==> src/rtl/hazard_unit_pkg.sv <==
// Shared pipeline definitions: hazard FSM state encoding, ID-stage jump classes
// and the register-match helper used by the hazard detection terms.
package hazard_unit_pkg;

    typedef enum logic {
        ST_RUN  = 1'b0,
        ST_HOLD = 1'b1
    } hu_state_e;

    typedef enum logic [1:0] {
        JUMP_NONE = 2'd0,
        JUMP_J    = 2'd1,
        JUMP_JR   = 2'd2
    } jump_e;

    localparam int CNT_W = 16;

    // $zero is hard-wired, so a write to it can never create a dependency.
    function automatic logic reg_match(input logic [4:0] a, input logic [4:0] b);
        return (a != 5'd0) && (a == b);
    endfunction

endpackage

==> src/rtl/hazard_unit_sat_counter.sv <==
// Event counter that increments while enabled and sticks at all-ones
// instead of wrapping.
module sat_counter
    import hazard_unit_pkg::*;
#(
    parameter int W = CNT_W
) (
    input  logic         clk,
    input  logic         rst,
    input  logic         en_i,
    output logic [W-1:0] count_o
);

    logic [W-1:0] count_q;
    logic [W-1:0] count_d;

    always_comb begin
        count_d = count_q;
        if (en_i && (count_q != {W{1'b1}})) begin
            count_d = count_q + {{(W-1){1'b0}}, 1'b1};
        end
    end

    always_ff @(posedge clk or posedge rst) begin
        if (rst) begin
            count_q <= '0;
        end else begin
            count_q <= count_d;
        end
    end

    assign count_o = count_q;

endmodule

==> src/rtl/hazard_unit.sv <==
// Pipeline hazard unit: detects load-use and jr-register hazards, stalls or
// flushes the front end, and counts stall and branch-flush cycles.
module hazard_unit
    import hazard_unit_pkg::*;
(
    input  logic        clk,
    input  logic        reset,
    input  logic        ID_EX_MemRead,
    input  logic        ID_EX_RegWrite,
    input  logic [4:0]  ID_EX_WriteReg,
    input  logic        EX_MEM_MemRead,
    input  logic [4:0]  EX_MEM_WriteReg,
    input  logic [4:0]  IF_ID_rs,
    input  logic [4:0]  IF_ID_rt,
    input  logic        ID_UsesRt,
    input  logic [1:0]  ID_Jump,
    input  logic        EX_BranchTaken,
    output logic        PC_Write,
    output logic        IF_ID_Write,
    output logic        IF_ID_Flush,
    output logic        ID_EX_Flush,
    output logic [15:0] StallCount,
    output logic [15:0] FlushCount,
    output logic        dbg_state_o
);

    hu_state_e state_q;

    logic is_jr;
    logic is_jump;
    logic haz_lu;
    logic haz_jrl;
    logic haz_jra;
    logic haz_jrm;
    logic stall;

    assign is_jr   = (ID_Jump == 2'(JUMP_JR));
    assign is_jump = (ID_Jump != 2'(JUMP_NONE));

    assign haz_lu  = ID_EX_MemRead &&
                     (reg_match(ID_EX_WriteReg, IF_ID_rs) ||
                      (ID_UsesRt && reg_match(ID_EX_WriteReg, IF_ID_rt)));
    assign haz_jrl = is_jr && ID_EX_MemRead && reg_match(ID_EX_WriteReg, IF_ID_rs);
    assign haz_jra = is_jr && ID_EX_RegWrite && !ID_EX_MemRead &&
                     reg_match(ID_EX_WriteReg, IF_ID_rs);
    assign haz_jrm = is_jr && EX_MEM_MemRead && reg_match(EX_MEM_WriteReg, IF_ID_rs);

    // A taken branch squashes the ID instruction, so any hazard it carried is moot.
    assign stall = !EX_BranchTaken &&
                   ((state_q == ST_HOLD) || haz_lu || haz_jrl || haz_jra || haz_jrm);

    // jr waiting on a load in EX needs the value through MEM/WB: one extra cycle.
    always_ff @(posedge clk or posedge reset) begin
        if (reset) begin
            state_q <= ST_RUN;
        end else if (EX_BranchTaken) begin
            state_q <= ST_RUN;
        end else begin
            case (state_q)
                ST_RUN:  state_q <= haz_jrl ? ST_HOLD : ST_RUN;
                ST_HOLD: state_q <= ST_RUN;
                default: state_q <= ST_RUN;
            endcase
        end
    end

    always_comb begin
        PC_Write    = 1'b1;
        IF_ID_Write = 1'b1;
        IF_ID_Flush = 1'b0;
        ID_EX_Flush = 1'b0;
        if (EX_BranchTaken) begin
            IF_ID_Flush = 1'b1;
            ID_EX_Flush = 1'b1;
        end else if (stall) begin
            PC_Write    = 1'b0;
            IF_ID_Write = 1'b0;
            ID_EX_Flush = 1'b1;
        end else if (is_jump) begin
            IF_ID_Flush = 1'b1;
        end
    end

    sat_counter #(.W(CNT_W)) u_stall_cnt (
        .clk     (clk),
        .rst     (reset),
        .en_i    (stall),
        .count_o (StallCount)
    );

    sat_counter #(.W(CNT_W)) u_flush_cnt (
        .clk     (clk),
        .rst     (reset),
        .en_i    (EX_BranchTaken),
        .count_o (FlushCount)
    );

    assign dbg_state_o = state_q;

endmodule

==> config.mk <==
export PLATFORM = sky130hd
export DESIGN_NAME = hazard_unit
export DESIGN_NICKNAME = d
export VERILOG_FILES = /design/src/rtl/hazard_unit_pkg.sv /design/src/rtl/hazard_unit_sat_counter.sv /design/src/rtl/hazard_unit.sv
export SDC_FILE = /design/constraint.sdc
export NUM_CORES = 1
export LEC_CHECK = 0
export BUFFER_PORTS_ARGS = -buffer_cell sky130_fd_sc_hd__buf_2
export CAP_MARGIN = 30
export CELL_PAD_IN_SITES_DETAIL_PLACEMENT = 1
export CELL_PAD_IN_SITES_GLOBAL_PLACEMENT = 1
export CORE_MARGIN = 2
export CORE_UTILIZATION = 39
export CTS_CLUSTER_SIZE = 28
export DETAILED_ROUTE_END_ITERATION = 8
export PLACE_DENSITY_LB_ADDON = 0.1
export SLEW_MARGIN = 20
export SYNTH_ARGS = -nofsm -noshare
export SYNTH_HDL_FRONTEND = slang
export SYNTH_SLANG_ARGS = --single-unit
==> constraint.sdc <==
create_clock -name clk -period 4.6 [get_ports clk]
set_input_delay 0.23 -clock clk [delete_from_list [all_inputs] [get_ports clk]]
set_output_delay 0.23 -clock clk [all_outputs]
set_load 0.02 [all_outputs]
==> results by group, run 1 <==
Synthesis
  – Largest family of logic cells by synthesized area: simple AND/OR/NAND/NOR gates
  – Netlist cell types: 36
  – Post-Synthesis Cells: about 170
  – Post-synthesis mux area share: between 2 and 3%
  – Sequential element share of the synthesized area: 45.93%
  – Syn Nets: 203
  – Compound-cell area share of the yosys netlist: approximately 4.3%
  – Post-synthesis adder-cell area fraction: 1.392%
  – Post-Synth XOR/XNOR Area: 19.97%
  – Post-Synth Simple-Gate Area: 24.15%
  – Synthesized flop and latch total: 33
  – Avg Synthesized Cell Area: 10.45 um^2
  – Total number of yosys warnings: 0
  – Synth Cell Area: 1798 um^2

STA
  – Post-route setup TNS: 0 ns
  – Final Hold Slack: 0.04057 ns
  – Hold Violations, Final: 0
  – RSZ-0062 raised after global routing: no
  – Relative slew slack: between 50% and 60%
  – Slew Limit Fails: 0
  – Worst Skew: between 0.005 and 0.006 ns
  – Final Cycle Share: 48.48%
  – F_max: 0.4485 GHz
  – # setup viols final: 0
  – Worst slew pin tran: 0.6733 ns
  – Final min period: roughly 2.2 ns

Critical path
  – Crit start category: flip-flop
  – Crit-path max FO: 9
  – Critical path arrival: 2.39 ns
  – Req. time, crit path: between 4 and 5 ns
  – Worst flop-to-flop path startpoint: u_stall_cnt.count_o[0]
  – R2R depth: 7
  – Setup CP Type: flip-flop to flip-flop
  – RR Endpoint: u_stall_cnt.count_o[1]
  – Critical Path Sink Type: flip-flop
  – R2R setup slack: 2.37 ns

Die
  – Die width: ~72 um
  – Std cell rows: 24
  – Die ar.: 5170 um^2
  – Total core area: 4384 um^2
  – # IOs: 66
  – Die Y: 71.90 um
  – Starting Density: roughly 40%

Layout
  – Area delta synth->final: 27.07%
  – Share of layout cells above drive strength 1: 33.06%
  – Antenna diodes: 0
  – Design Area, Final: 2285 um^2
  – Final Core Density: between 50% and 60%
  – Layout net count: 272

Global route
  – Largest net degree at the start of global routing: 34
  – GR Overflow Total: 0
  – Met2 GRT Util: 30.56%
  – Grt met1 use: 22.13%
  – First-pass GRT wire length: 7.203 mm
  – Vias in the first global route: 1545
  – Total track usage: 17.54%
  – GRT Max-Usage Layer: met2
  – Met3 GRT Util: 4.722%
  – Antenna violations before repair: 0

Place
  – I/O Buffers: 65
  – Hpwl dp: 3.438 mm
  – Routability Congestion: 0.7731
  – Placed cell area: between 2000 and 2500 um^2

Clocking
  – CTS sink cnt: 33
  – Clk slew on worst S/H paths: about 0.07 ns
  – Worst skew pair latency: between 0.2 and 0.3 ns
  – Root Driver: clkbuf_8
  – Gates resized, CTS repair: 0
  – Clock buffer depth: 2
  – CTS HTree Levels: 2
  – Clock buffer count from CTS: 5
  – CTS tree: done
  – Post-CTS setup buffers: 0
  – Hold_buf cts: 0

Detailed routing
  – Via count: 1537
  – Post-DRT Antenna Nets: 0
  – First-pass detailed-route iteration total: 4
  – DR DRC count: 0
  – Initial DRC count: 28
  – Drt total wl: 4.379 mm
  – Vias per inst: 5.228
  – Wire per inst: 14.89 um

Power
  – Leak: 1.125 nW
  – Power per cell area: 379.2 nW/um^2
  – Pwr Total: 0.0008664 W
  – IR Drop Worst-Case VDD: 0.2460 mV

Flow run
  – Max-cap violations: 0

Run status
  – Status: finished clean

Worst hold path
  – Worst min path class: primary input to asynchronous set/reset pin
[stage by stage]
step	setup WS, ns	std cells
after floorplan	2.357	172
after global placement	2.344	286
after detailed placement	2.227	286
after CTS	2.354	294
after global routing	2.253	294
final	2.370	294
[layout make-up]
cell class                      instances  area [um^2]
Tap cell                               52        65.06
Fill cell                             534         2100
Timing Repair Buffer                   66        332.8
Inverter                                1        3.754
Clock buffer                            7        86.33
Sequential cell                        33        825.8
Multi-Input combinational cell        134        940.9
Clock inverter                          1        30.03
[how the worst max path moves through the flow]
| stage | endpoint | start | depth (start not counted) |
|---|---|---|---|
| after floorplan | u_stall_cnt.count_o[1] | u_stall_cnt.count_o[0] | 8 |
| after global placement | u_stall_cnt.count_o[1] | ID_EX_WriteReg[0] | 7 |
| after detailed placement | u_stall_cnt.count_o[1] | ID_EX_WriteReg[0] | 7 |
| after CTS | u_stall_cnt.count_o[1] | u_stall_cnt.count_o[0] | 7 |
| after global routing | ID_EX_Flush | ID_EX_WriteReg[0] | 7 |
| final | u_stall_cnt.count_o[1] | u_stall_cnt.count_o[0] | 7 |
[layout by cell type (no fill, tap or decap), types with 2 or more instances in the layout]
cell type	n
buf_2	65
nand3_1	9
dfrtp_1	33
ha_1	2
nand4b_1	2
xnor2_1	25
nand2_1	16
xor2_1	16
nand4_1	13
nor2b_1	2
nor4_1	2
and4_1	6
mux2_2	3
and2_1	2
or2_2	2
clkbuf_8	6
nor2_1	10
nor3_1	2
and3_1	7
o21a_1	2
[state kept, by name (all words and copies together), names as in the netlist]
signal / count
u_stall_cnt.count_o: 16
u_flush_cnt.count_o: 16
dbg_state_o: 1
[synth_stat cells]
master	count	area share, %
nand2_1	16	3.3
and4_1	6	2.9
inv_1	1	0.21
a21oi_1	1	0.28
ha_1	2	1.4
o21ai_0	1	0.28
o31ai_4	1	1.2
nor3_1	2	0.56
buf_4	1	0.42
xor2_1	16	7.8
mux2_1	1	0.63
nor4_1	2	0.70
clkbuf_1	1	0.21
buf_6	1	0.63
and3_1	7	2.4
and2_1	2	0.70
or4_1	1	0.42
dfrtp_1	33	46
or2_1	1	0.35
nand4b_1	2	0.97
nand2b_1	1	0.35
xnor2_1	25	12
nand4_1	13	4.5
nor2b_1	2	0.70
or3_1	1	0.35
a31oi_1	1	0.35
buf_2	1	0.28
o21a_1	2	0.83
o21bai_1	1	0.42
nor2_1	10	2.1
a32oi_1	1	0.49
a41oi_1	1	0.49
mux2_2	3	1.9
nand3_1	9	2.5
nor3_2	1	0.56
or2_2	2	0.70
[cell families after synthesis]
logic type | count (synthesis)
and+or+nand+nor | 78
DFF | 33
adders and majority gates | 2
buffers and inverters | 5
AOI/OAI and AO/OA | 9
muxes | 4
xor gates and xnor gates | 41
[where the power goes]
part	switching (W)	internal [W]	leakage (nW)
Sequential	0.0000533	0.000329	0.446
Clock	0.000104	0.000177	0.0585
Combinational	0.000120	0.0000830	0.620
Total	0.000278	0.000589	1.12
[per-layer routing]
metal	share of wire, %	vias to the layer above
li1	-	747
met1	45	731
met2	47	54
met3	6.5	5
met4	0.75	0
met5	0	-
[worst max-delay path: stages (launching register included)]
cell,delay (ns)
dfrtp_1,0.44
ha_1,0.20
nand2_1,0.08
or3_1,0.39
or2_2,0.39
nor2b_1,0.17
nand2_1,0.11
mux2_1,0.33
Power figures use the tool's default switching activity.
==> run 2: changes to the inputs <==
CORE_UTILIZATION = 37   (was 39)
clock period = 2.25 ns   (was 4.6 ns; I/O delays follow)
==> run 2 against run 1 <==
Effect of this change: sequential share of layout area decreased by 0.079 points; via count increased by 1.1%; sequential power increased by 100%; highest routed layer unchanged; clock skew increased by 0.0020 ns; setup slack got worse by 2.2 ns; register-to-register slack got worse by 2.2 ns; final cell count increased by 2.0%; non-clock buffer count increased by 4; combinational power increased by 110%; global-route usage increased by 1.7 points; worst hold slack improved by 0.012 ns; final area increased by 0.22%.
==> results by group, run 2 (synthesis gave the netlist of run 1 again) <==
Power
  – Power per cell area: ~720 nW/um^2
  – Pwr Total: about 0.0016 W
  – Leak: 1.129 nW
  – IR Drop Worst-Case VDD: 0.5761 mV

Global route
  – GR Overflow Total: 0
  – First-pass GRT wire length: 7.990 mm
  – Largest net degree at the start of global routing: 23
  – Antenna violations before repair: 0
  – Total track usage: 19.28%
  – Vias in the first global route: 1636

Die
  – Std cell rows: 25
  – Total core area: 4692 um^2
  – Starting Density: 38.32%
  – Die Y: 73.71 um
  – Die ar.: approximately 5400 um^2
  – Die width: 73.71 um
  – # IOs: 66

Detailed routing
  – Post-DRT Antenna Nets: 0
  – First-pass detailed-route iteration total: 4
  – Drt total wl: between 4 and 5 mm
  – Via count: 1554
  – DR DRC count: 0
  – Initial DRC count: 73
  – Vias per inst: 5.180
  – Wire per inst: around 16 um

STA
  – Slew Limit Fails: 0
  – Worst Skew: between 0.007 and 0.008 ns
  – Relative slew slack: 65.01%
  – Worst slew pin tran: ~0.52 ns
  – Hold Violations, Final: 0
  – Final Cycle Share: 92.82%
  – Final min period: 2.089 ns
  – Final Hold Slack: 0.05217 ns
  – RSZ-0062 raised after global routing: no
  – # setup viols final: 0
  – Post-route setup TNS: 0 ns
  – F_max: between 0.4 and 0.5 GHz

Worst hold path
  – Worst min path class: primary input to flip-flop

Place
  – I/O Buffers: 65
  – Placed cell count: 291
  – Routability Congestion: 0.7774
  – Placed cell area: 2193 um^2
  – Hpwl dp: 3.641 mm

Layout
  – Area delta synth->final: 27.35%
  – Design Area, Final: between 2000 and 2500 um^2
  – Layout net count: 276
  – Most common cell after layout, fill and taps aside: buf_2
  – Commonest cells after routing, fill and taps aside: 65 x buf_2, 33 x dfrtp_1, 25 x xnor2_1
  – Antenna diodes: 0
  – Share of layout cells above drive strength 1: between 30 and 40%
  – Finished Layout Cells: 300

Clocking
  – Post-CTS setup buffers: 0
  – Clk slew on worst S/H paths: 0.08 ns
  – Gates resized, CTS repair: 0
  – Root Driver: clkbuf_8
  – CTS tree: done
  – Clock buffer depth: 2
  – Worst skew pair latency: around 0.28 ns
  – CTS HTree Levels: 2
  – Hold_buf cts: 1
  – CTS sink cnt: 33
  – Clock buffer count from CTS: 5

Critical path
  – Crit start category: flip-flop
  – Setup CP Type: flip-flop to flip-flop
  – Critical Path Sink Type: flip-flop
  – CP max stage delay: 0.42 ns
  – Critical path arrival: around 2.3 ns
  – Cell mode on critical path: nand2_1
  – Worst path slowest cell: dfrtp_1
  – Crit path cell chain: ha_1 > nand2_1 > or3_1 > or2_2 > nor2b_1 > nand2_1 > mux2_1
  – Req. time, crit path: 2.42 ns
  – Crit-path leading delay family: simple AND/OR/NAND/NOR gates
  – Crit-path max FO: 4
  – CP bufs+invs: 0

Run status
  – Status: finished clean

Flow run
  – Max-cap violations: 0
run 2: cell count changes in the layout (fill, tap and decap cells not counted), sizes merged:
cell / delta
clkinv: +2
bufinv: -1
buf: +3
clkinvlp: +1
clkbuf: -2
dlygate4sd3: +1
run 2: per-layer routing:
layer  vias up  GRT usage, %  share of wire (%)
met5         -             0                  0
met4         0         6.667                1.6
met3         8         4.115                4.2
met2        40         32.84                 51
met1       753         24.05                 43
li1        753             -                  -
run 2: worst min-delay path, delay by kind of cell:
kind,cells,cell delay [ns]
AND/OR/NAND/NOR,2,0.08
buffers and inverters,1,0.11
run 2: area by class of cell:
class	instances	area [um^2]
Fill cell	549	2402
Clock inverter	3	17.52
Clock buffer	5	68.82
Tap cell	54	67.56
Inverter	1	3.754
Sequential cell	33	825.8
Timing Repair Buffer	70	365.4
Multi-Input combinational cell	134	940.9
run 2: final timing paths:
check	startpoint	to	slack, ns	cells after the start
min reg2reg	u_flush_cnt.count_o[15]	u_flush_cnt.count_o[15]	0.49	1
max	u_stall_cnt.count_o[0]	u_stall_cnt.count_o[1]	0.16	7
max reg2reg	u_stall_cnt.count_o[0]	u_stall_cnt.count_o[1]	0.16	7
max in group asynchronous	reset	u_stall_cnt.count_o[13]	1.21	4
min in group asynchronous	reset	u_flush_cnt.count_o[15]	0.37	3
min	ID_EX_MemRead	dbg_state_o	0.05	3
run 2: power breakdown:
group / leakage [nW] / internal (W) / switching, W
sequential: 0.446 / 0.000673 / 0.000106
clock: 0.0439 / 0.000214 / 0.000234
combinational: 0.639 / 0.000171 / 0.000246
total: 1.13 / 0.00106 / 0.000586
run 2: per-stage QoR:
step | util (%) | setup WS [ns]
2_1_floorplan | - | 0.007397
3_3_place_gp | 46.75 | 0.2514
3_5_place_dp | 46.75 | 0.1751
4_1_cts | 48.80 | 0.1586
5_1_grt | 48.80 | 0.02487
6_report | 48.80 | 0.1615
==> run 3: changes to the inputs <==
CORE_ASPECT_RATIO = 0.7   (was default)
CORE_UTILIZATION = 39   (was 37)
clock period = 2.6 ns   (was 2.25 ns; I/O delays follow)
==> run 3 against run 2 <==
Effect of this change: non-clock buffer count down 2; clock power up 11%; critical endpoint unchanged; combinational power down 13%; first-iteration DRC count down 34%; largest cell class unchanged; register-to-register slack better by 0.27 ns; core utilization up 3.9 points; die area down 4.7%; largest power group unchanged; maximum frequency down 3.7%.
==> results by group, run 3 (synthesis gave the netlist of run 1 again) <==
Worst hold path
  – Worst min path class: primary input to flip-flop
  – Hold EP: dbg_state_o
  – Hold Path Stages: 3
  – Hold wc startpoint: ID_EX_MemRead

Run status
  – Status: finished clean

Place
  – I/O Buffers: 65
  – Hpwl dp: 3.425 mm
  – Placed cell count: a little under 300
  – Routability Congestion: a little under 0.8

Layout
  – Layout net count: 274
  – Share of layout cells above drive strength 1: 33.20%
  – Commonest cells after routing, fill and taps aside: 65 x buf_2, 33 x dfrtp_1, 25 x xnor2_1
  – Antenna diodes: 0
  – Area delta synth->final: 28.25%
  – Most common cell after layout, fill and taps aside: buf_2
  – Finished Layout Cells: 299

STA
  – Relative slew slack: between 60% and 70%
  – Hold Violations, Final: 0
  – RSZ-0062 raised after global routing: no
  – F_max: about 0.46 GHz
  – Worst Skew: 0.006095 ns
  – Slew Limit Fails: 0
  – Worst slew pin tran: 0.5581 ns
  – Final Cycle Share: 83.43%
  – Final min period: 2.169 ns
  – Post-route setup TNS: 0 ns
  – # setup viols final: 0

Critical path
  – Setup CP Type: flip-flop to flip-flop
  – Crit path cell chain: ha_1 > nand2_1 > or3_1 > or2_2 > nor2b_1 > nand2_1 > mux2_1
  – Crit start category: flip-flop
  – Worst flop-to-flop path startpoint: u_stall_cnt.count_o[0]
  – Req. time, crit path: 2.77 ns
  – RR Endpoint: u_stall_cnt.count_o[1]
  – Crit-path max FO: 9
  – Crit-path leading delay family: simple AND/OR/NAND/NOR gates
  – CP max stage delay: 0.42 ns
  – Critical Path Sink Type: flip-flop
  – Cell mode on critical path: nand2_1
  – R2R depth: 7
  – R2R setup slack: between 0.4 and 0.5 ns
  – CP bufs+invs: 0
  – Critical path arrival: 2.34 ns
  – Worst path slowest cell: dfrtp_1

Global route
  – Vias in the first global route: 1589
  – GR Overflow Total: 0
  – First-pass GRT wire length: 7.293 mm
  – Antenna violations before repair: 0
  – Total track usage: 17.99%
  – Largest net degree at the start of global routing: 34

Detailed routing
  – Initial DRC count: 48
  – Wire per inst: 14.53 um
  – Vias per inst: 5.174
  – Drt total wl: around 4.3 mm
  – DR DRC count: 0
  – Via count: between 1.5k and 2k
  – Post-DRT Antenna Nets: 0
  – First-pass detailed-route iteration total: 4

Clocking
  – Clk slew on worst S/H paths: 0.07 ns
  – CTS HTree Levels: 2
  – Clock buffer depth: 2
  – Worst skew pair latency: approximately 0.28 ns
  – Clock buffer count from CTS: 5
  – Gates resized, CTS repair: 0
  – CTS sink cnt: 33
  – Root Driver: clkbuf_8
  – CTS tree: done

Power
  – Power per cell area: 664.5 nW/um^2
  – Internal power: around 0.0010 W
  – Seq pwr share: 43.8%
  – Gate power share: roughly a quarter
  – Switching share of total power: 31.86%
  – IR Drop Worst-Case VDD: 0.4811 mV
  – Clock Power Share: 32.5%
  – Leak: roughly 1.1 nW
  – Net Sw Power: roughly 0.00049 W

Die
  – Die width: 85.16 um
  – Std cell rows: 20
  – Total core area: 4379 um^2
  – # IOs: 66
  – Starting Density: 41.06%
  – Die Y: 60.81 um
  – Die ar.: 5178 um^2

Flow run
  – Max-cap violations: 0
## run 3: cell types whose count changed in the layout (fill, tap and decap cells not counted), sizes merged
cell / before / now
clkinvlp: 1 / 0
bufinv: 0 / 1
clkbuf: 5 / 7
buf: 69 / 67
clkinv: 2 / 0
## run 3: worst max path at each step
stage	from	endpoint	slack [ns]	cells after the start
final	u_stall_cnt.count_o[0]	u_stall_cnt.count_o[1]	0.43	7
after CTS	u_stall_cnt.count_o[0]	u_stall_cnt.count_o[1]	0.41	7
after global placement	u_stall_cnt.count_o[0]	u_stall_cnt.count_o[1]	0.51	7
after floorplan	u_stall_cnt.count_o[0]	u_stall_cnt.count_o[1]	0.36	8
after global routing	u_stall_cnt.count_o[0]	u_stall_cnt.count_o[1]	0.29	7
after detailed placement	u_stall_cnt.count_o[0]	u_stall_cnt.count_o[1]	0.42	7
## run 3: repair_timing
item / in CTS / in global routing
hold endpoints to repair: 33 / 0
hold buffers: 1 / 0
setup buffers: 0 / 0
## run 3: power groups by stage
stage	clock network, W	registers, W	logic (W)
2_1_floorplan	0	0.000750	0.000142
3_3_place_gp	0	0.000672	0.000353
3_5_place_dp	0	0.000682	0.000366
4_1_cts	0.000511	0.000672	0.000370
5_1_grt	0.000528	0.000690	0.000393
6_report	0.000499	0.000672	0.000362
## run 3: worst register-to-register path: cells and delay by family, from the launching register on
kind | cells | cell delay [ns]
adders and majority gates | 1 | 0.19
and+or+nand+nor | 5 | 1.14
muxes | 1 | 0.32
DFF | 1 | 0.42
## run 3: per-layer routing
| layer | share of wire [%] | GRT usage [%] | vias to the layer above | wire [um] |
|---|---|---|---|---|
| met5 | 0 | 0 | - | 0 |
| met4 | 0.35 | 4.082 | 0 | 15 |
| met3 | 7.0 | 5.034 | 2 | 304 |
| met2 | 46 | 29.91 | 50 | 2010 |
| met1 | 46 | 23.86 | 748 | 2014 |
| li1 | - | - | 747 | - |
## run 3: stage by stage
stage	setup slack, ns	hold WS (ns)	utilization [%]	area, um^2	power, W
finish	0.4309	0.08122	52.66	2306	0.001532
CTS	0.4142	0.07360	52.66	2306	0.001554
detailed placement	0.4223	0.2464	49.77	2180	0.001049
floorplan	0.3574	0.2424	-	1798	0.0008920
global placement	0.5112	0.2376	49.77	2180	0.001025
global route	0.2880	0.09117	52.66	2306	0.001611
## run 3: area by class of cell
type                       count  area, um^2
fill                         528        2073
multi-input combinational    134       940.9
sequential                    33       825.8
timing repair buffer          68       350.3
clock buffer                   7       86.33
tap                           55       68.82
clock inverter                 1       30.03
inverter                       1       3.754
